**config.mk**
```make
export PLATFORM = sky130hd
export DESIGN_NAME = flags_cond_unit
export DESIGN_NICKNAME = d
export VERILOG_FILES = /design/src/rtl/flags_cond_unit.sv
export SDC_FILE = /design/constraint.sdc
export NUM_CORES = 1
export LEC_CHECK = 0
export ABC_AREA = 1
export CAP_MARGIN = 40
export CORE_ASPECT_RATIO = 1.25
export CORE_UTILIZATION = 28
export DETAILED_ROUTE_END_ITERATION = 7
export SLEW_MARGIN = 5
export SYNTH_ARGS = -nofsm -noshare
export SYNTH_HDL_FRONTEND = slang
export SYNTH_SLANG_ARGS = --single-unit
```
**constraint.sdc**
```tcl
create_clock -name clk -period 2 [get_ports clk]
set_input_delay 0.6 -clock clk [delete_from_list [all_inputs] [get_ports clk]]
set_output_delay 0.6 -clock clk [all_outputs]
set_load 0.005 [all_outputs]
```
**src/rtl/flags_cond_unit.sv**
```systemverilog
// Architectural ALU flag register, pending flag-writer tracker and x86 condition evaluator.
// Latency: flag writeback visible next cycle; condition response registered, 1 cycle after acceptance.
// Backpressure: issue_stall holds decode when the tracker is full; cc_req_ready drops while writers are pending.
// Optional FLAGS_BYPASS_EN: accept a request in the cycle of the last pending writeback, evaluated on merged flags.
module flags_cond_unit #(
    parameter int PEND_DEPTH = 4,
    parameter int CNT_W      = 3
) (
    input  logic       clk,
    input  logic       rst_n,
    input  logic       flag_wr_issue,
    output logic       issue_stall,
    input  logic       ex_flags_valid,
    input  logic [5:0] ex_flags,
    input  logic [5:0] ex_flags_mask,
    input  logic       cc_req_valid,
    input  logic [3:0] cc_code,
    output logic       cc_req_ready,
    output logic       cc_resp_valid,
    output logic       cc_taken,
    output logic [5:0] flags_out,
    output logic       err_underflow
);

    localparam int OF_B = 5;
    localparam int SF_B = 4;
    localparam int ZF_B = 3;
    localparam int PF_B = 1;
    localparam int CF_B = 0;

    logic [5:0]       r_flags;
    logic [CNT_W-1:0] r_pend_cnt;
    logic             r_resp_vld;
    logic             r_taken;
    logic             r_err;

    logic [5:0] w_merged;
    logic [5:0] w_eval_flags;
    logic       w_issue_acc;
    logic       w_cnt_zero;
    logic       w_req_acc;
    logic       w_underflow;

    // Odd codes invert the even one below them, so only the base predicate is decoded.
    function automatic logic f_eval(input logic [3:0] code, input logic [5:0] f);
        logic base;
        base = 1'b0;
        unique case (code[3:1])
            3'd0: base = f[OF_B];
            3'd1: base = f[CF_B];
            3'd2: base = f[ZF_B];
            3'd3: base = f[CF_B] | f[ZF_B];
            3'd4: base = f[SF_B];
            3'd5: base = f[PF_B];
            3'd6: base = f[SF_B] ^ f[OF_B];
            3'd7: base = f[ZF_B] | (f[SF_B] ^ f[OF_B]);
            default: base = 1'b0;
        endcase
        return base ^ code[0];
    endfunction

    assign w_merged    = (r_flags & ~ex_flags_mask) | (ex_flags & ex_flags_mask);
    assign w_cnt_zero  = (r_pend_cnt == '0);
    assign issue_stall = (r_pend_cnt == CNT_W'(PEND_DEPTH));
    assign w_issue_acc = flag_wr_issue & ~issue_stall;
    assign w_underflow = ex_flags_valid & w_cnt_zero & ~w_issue_acc;

`ifdef FLAGS_BYPASS_EN
    // The last outstanding writer is retiring now; its result is forwarded into the evaluation.
    assign cc_req_ready = w_cnt_zero |
                          ((r_pend_cnt == CNT_W'(1)) & ex_flags_valid & ~w_issue_acc);
    assign w_eval_flags = ex_flags_valid ? w_merged : r_flags;
`else
    assign cc_req_ready = w_cnt_zero;
    assign w_eval_flags = r_flags;
`endif

    // The request is ordered ahead of a same-cycle issue: readiness uses the pre-issue count.
    assign w_req_acc = cc_req_valid & cc_req_ready;

    always_ff @(posedge clk or negedge rst_n) begin
        if (!rst_n) begin
            r_flags <= '0;
        end else if (ex_flags_valid) begin
            r_flags <= w_merged;
        end
    end

    always_ff @(posedge clk or negedge rst_n) begin
        if (!rst_n) begin
            r_pend_cnt <= '0;
        end else if (w_issue_acc && !ex_flags_valid) begin
            r_pend_cnt <= r_pend_cnt + CNT_W'(1);
        end else if (!w_issue_acc && ex_flags_valid && !w_cnt_zero) begin
            r_pend_cnt <= r_pend_cnt - CNT_W'(1);
        end
    end

    always_ff @(posedge clk or negedge rst_n) begin
        if (!rst_n) begin
            r_err <= 1'b0;
        end else if (w_underflow) begin
            r_err <= 1'b1;
        end
    end

    always_ff @(posedge clk or negedge rst_n) begin
        if (!rst_n) begin
            r_resp_vld <= 1'b0;
            r_taken    <= 1'b0;
        end else begin
            r_resp_vld <= w_req_acc;
            if (w_req_acc) begin
                r_taken <= f_eval(cc_code, w_eval_flags);
            end
        end
    end

    assign cc_resp_valid = r_resp_vld;
    assign cc_taken      = r_taken;
    assign flags_out     = r_flags;
    assign err_underflow = r_err;

endmodule

```
==> results.toml <==
[sta]
fin_crit_ns = 1.83
final-hold-violation-count = 0
worst_slew_pin_slew_ns = 0.547
finClkSkew_ns = 0.00542
drv_slew = 0
timing.fmax_mhz = 546
post-route-period-util_pct = 91.6
relSlewSlack_pct = 63.4
rsz0062_at_grt = "no"
setup_slack_ns = 0.168
tns_ns = 0
setup_viol = 0

[critical_path]
crit_family = "buffers and inverters"
worstSetupStartpoint = "flag_wr_issue"
critical_path_arrival_ns = 1.98
cp_data_required_time_ns = 2.15
worstPathCellList = "clkdlybuf4s50_1 > o21ai_2 > nor2_2 > inv_2 > fa_1 > inv_1 > nand2_1 > o211ai_1 > nand2_1"
crit_top_cell = "nand2_1"
worstSetupPathType = "in -> reg"
reg2reg_to = "r_pend_cnt[2]"
worstRegToRegCells = 10
rrSetupSlack_ns = 0.47
cp-start-kind = "input port"
timing.rr.start = "r_pend_cnt[1]"
crit_fanout = 3
end_kind = "flop"
cp_slowest_stage_delay_ns = 0.48
critPathSlowestCell = "clkdlybuf4s50_1"
critPathBufInv = 3

[min_path]
min_to = "err_underflow"
min_delay_path_depth = 1
hold_class = "reg -> reg"
min_from = "err_underflow"

[clocking]
cts_root_buf = "clkbuf_4"
cts.sinks = 12
clock_path_buffers = 2
cts_tree = "built"
clock_latency_ns = 0.26
clkSlewWorstSetupHoldPaths_ns = 0.07
holdBufCountCts = 0
cts_inserted_buffers = 3
htree_levels = 1

[pwr]
comb_power_share_pct = 46.9
switching_share_pct = 33.1
ir_worst_vdd_v = 0.000640
switchingPower_w = 0.000337
power_density_nw_per_um2 = 949
p_total_w = 0.00102
clkPwrFrac_pct = 18.2
power_frac_seq_pct = 34.9
p_leak_nw = 0.546
p_int_w = 0.000681

[grt]
grt_use_total_pct = 13.5
antenna_found_initial = 0
grt_pass1_vias = 640
globalRoute.totalOverflow = 0
grt_max_degree = 13
grt_first_pass_wirelength_um = 2520

[yosys]
syn_avg_cell_area_um2 = 7.78
muxShareOfSynthArea_pct = 0
yosys.area_share.simple_pct = 24.0
ys_seq_area_share_pct = 46.5
synth_xor_area_share_pct = 1.36
synth_area_um2 = 646
yosys.area.top_type = "dfrtp_1"
synth_compound_area_share_pct = 13.8
synth_top_family_by_area = "simple AND/OR/NAND/NOR gates"
synth_top_area_share_pct = 46.5
netlist_top_cells_area = "dfrtp_1 (47%), nand2_1 (12%), inv_1 (7.6%)"
yosysWarnings = 0
synth-adder-area-share_pct = 3.10
synth_cell_types = 19
synth.net_count = 105
syn_inst = 83
ys_ff_latch = 12

[finish]
drive_gt1_share_pct = 17.1
fin_nets = 146
area_delta_synth_final_pct = 66.1
design_area_um2 = 1070
n_antenna_cell = 0

[die]
die_h_um = 55.7
dieArea_um2 = 2500
ios = 32
core_um2 = 2190
die_x_um = 45.0
fp-row-count = 19
start_util_pct = 29.5

[drt]
num_vias = 671
wl_um = 1420
firstDrtPassIters = 4
post_drt_wl_per_cell_um = 9.23
drtIter0Drc = 16
drcViolationCount = 0
ant_nets = 0
avgViaCountPerCell = 4.36

[placed_design]
placed_area_um2 = 1020
numPortBuffers = 31
hpwl_um = 1190
place_congestion = 0.728
pre_cts_ws_ns = -0.110

[job]
drv_cap = 0

[run_status]
outcome = "finished clean"
## kinds of logic after synthesis
family,count (synthesis)
AOI/OAI and AO/OA,15
xor gates and xnor gates,1
adders and majority gates,1
buffers and inverters,19
DFF,12
and+or+nand+nor,35
## Yosys cell counts
cell type,number
a21oi_1,6
a31o_2,1
a31oi_1,3
buf_2,1
dfrtp_1,12
fa_1,1
inv_1,13
inv_2,5
nand2_1,20
nand2_2,2
nand3_1,6
nand3_2,1
nand4_1,1
nor2_1,4
nor2_2,1
o211ai_1,1
o21ai_1,3
o21ai_2,1
xor2_1,1
## cells in the final DEF (no fill, tap or decap)
| cell | n |
|---|---|
| a31oi_1 | 3 |
| nor2_1 | 4 |
| inv_2 | 5 |
| nand4_1 | 1 |
| a21oi_1 | 6 |
| inv_1 | 13 |
| dlymetal6s2s_1 | 1 |
| nand2_1 | 20 |
| o21ai_2 | 1 |
| xor2_1 | 1 |
| nor2_2 | 1 |
| buf_4 | 6 |
| o21ai_1 | 3 |
| nand3_2 | 1 |
| clkdlybuf4s50_1 | 29 |
| clkbuf_4 | 3 |
| nand2_2 | 2 |
| clkbuf_8 | 1 |
| dfrtp_1 | 12 |
| fa_1 | 1 |
| a31o_2 | 1 |
| o211ai_1 | 1 |
| dlygate4sd2_1 | 1 |
| nand3_1 | 6 |
## how the worst max path moves through the flow
stage / end / slack [ns] / cells past startpoint
6_report: r_pend_cnt[2] / 0.17 / 9
4_1_cts: issue_stall / 0.009 / 4
3_5_place_dp: r_pend_cnt[2] / -0.11 / 9
5_1_grt: cc_req_ready / 0.05 / 6
3_3_place_gp: r_pend_cnt[2] / -0.05 / 9
2_1_floorplan: r_pend_cnt[2] / 0.42 / 8
## power groups by stage
stage,sequential [W],combinational (W),clock (W)
2_1_floorplan,0.000367,0.000229,0
3_3_place_gp,0.000371,0.000431,0
3_5_place_dp,0.000375,0.000450,0
4_1_cts,0.000355,0.000488,0.000195
5_1_grt,0.000366,0.000536,0.000210
6_report,0.000355,0.000477,0.000185
## stage by stage
stage,instances,hold slack [ns],util (%)
4_1_cts,154,0.484,48.9
3_3_place_gp,148,0.455,46.6
5_1_grt,154,0.498,49.0
6_report,154,0.483,49.0
3_5_place_dp,148,0.468,46.6
2_1_floorplan,83,0.304,-
## cell type report
| type | instances | area [um^2] |
|---|---|---|
| fillers | 248 | 1110 |
| multi-input cells | 52 | 273 |
| inverters | 18 | 67.6 |
| clock buffers | 4 | 36.3 |
| flip-flops and latches | 12 | 300 |
| repair buffers | 37 | 357 |
| well taps | 31 | 38.8 |
## timing repair
| action | CTS | global route |
|---|---|---|
| gates resized for setup | 1 | 1 |
| setup endpoints to repair | 2 | 1 |
| cloned | 0 | 0 |
| buffers inserted | 2 | 0 |
## routing by layer
metal	GRT usage (%)	up-vias	routed length [um]
met5	0	-	0
met4	6.49	0	6
met3	2.27	2	78
met2	20.3	20	728
met1	18.5	305	608
li1	-	344	-
(Power assumes the default switching activity.)
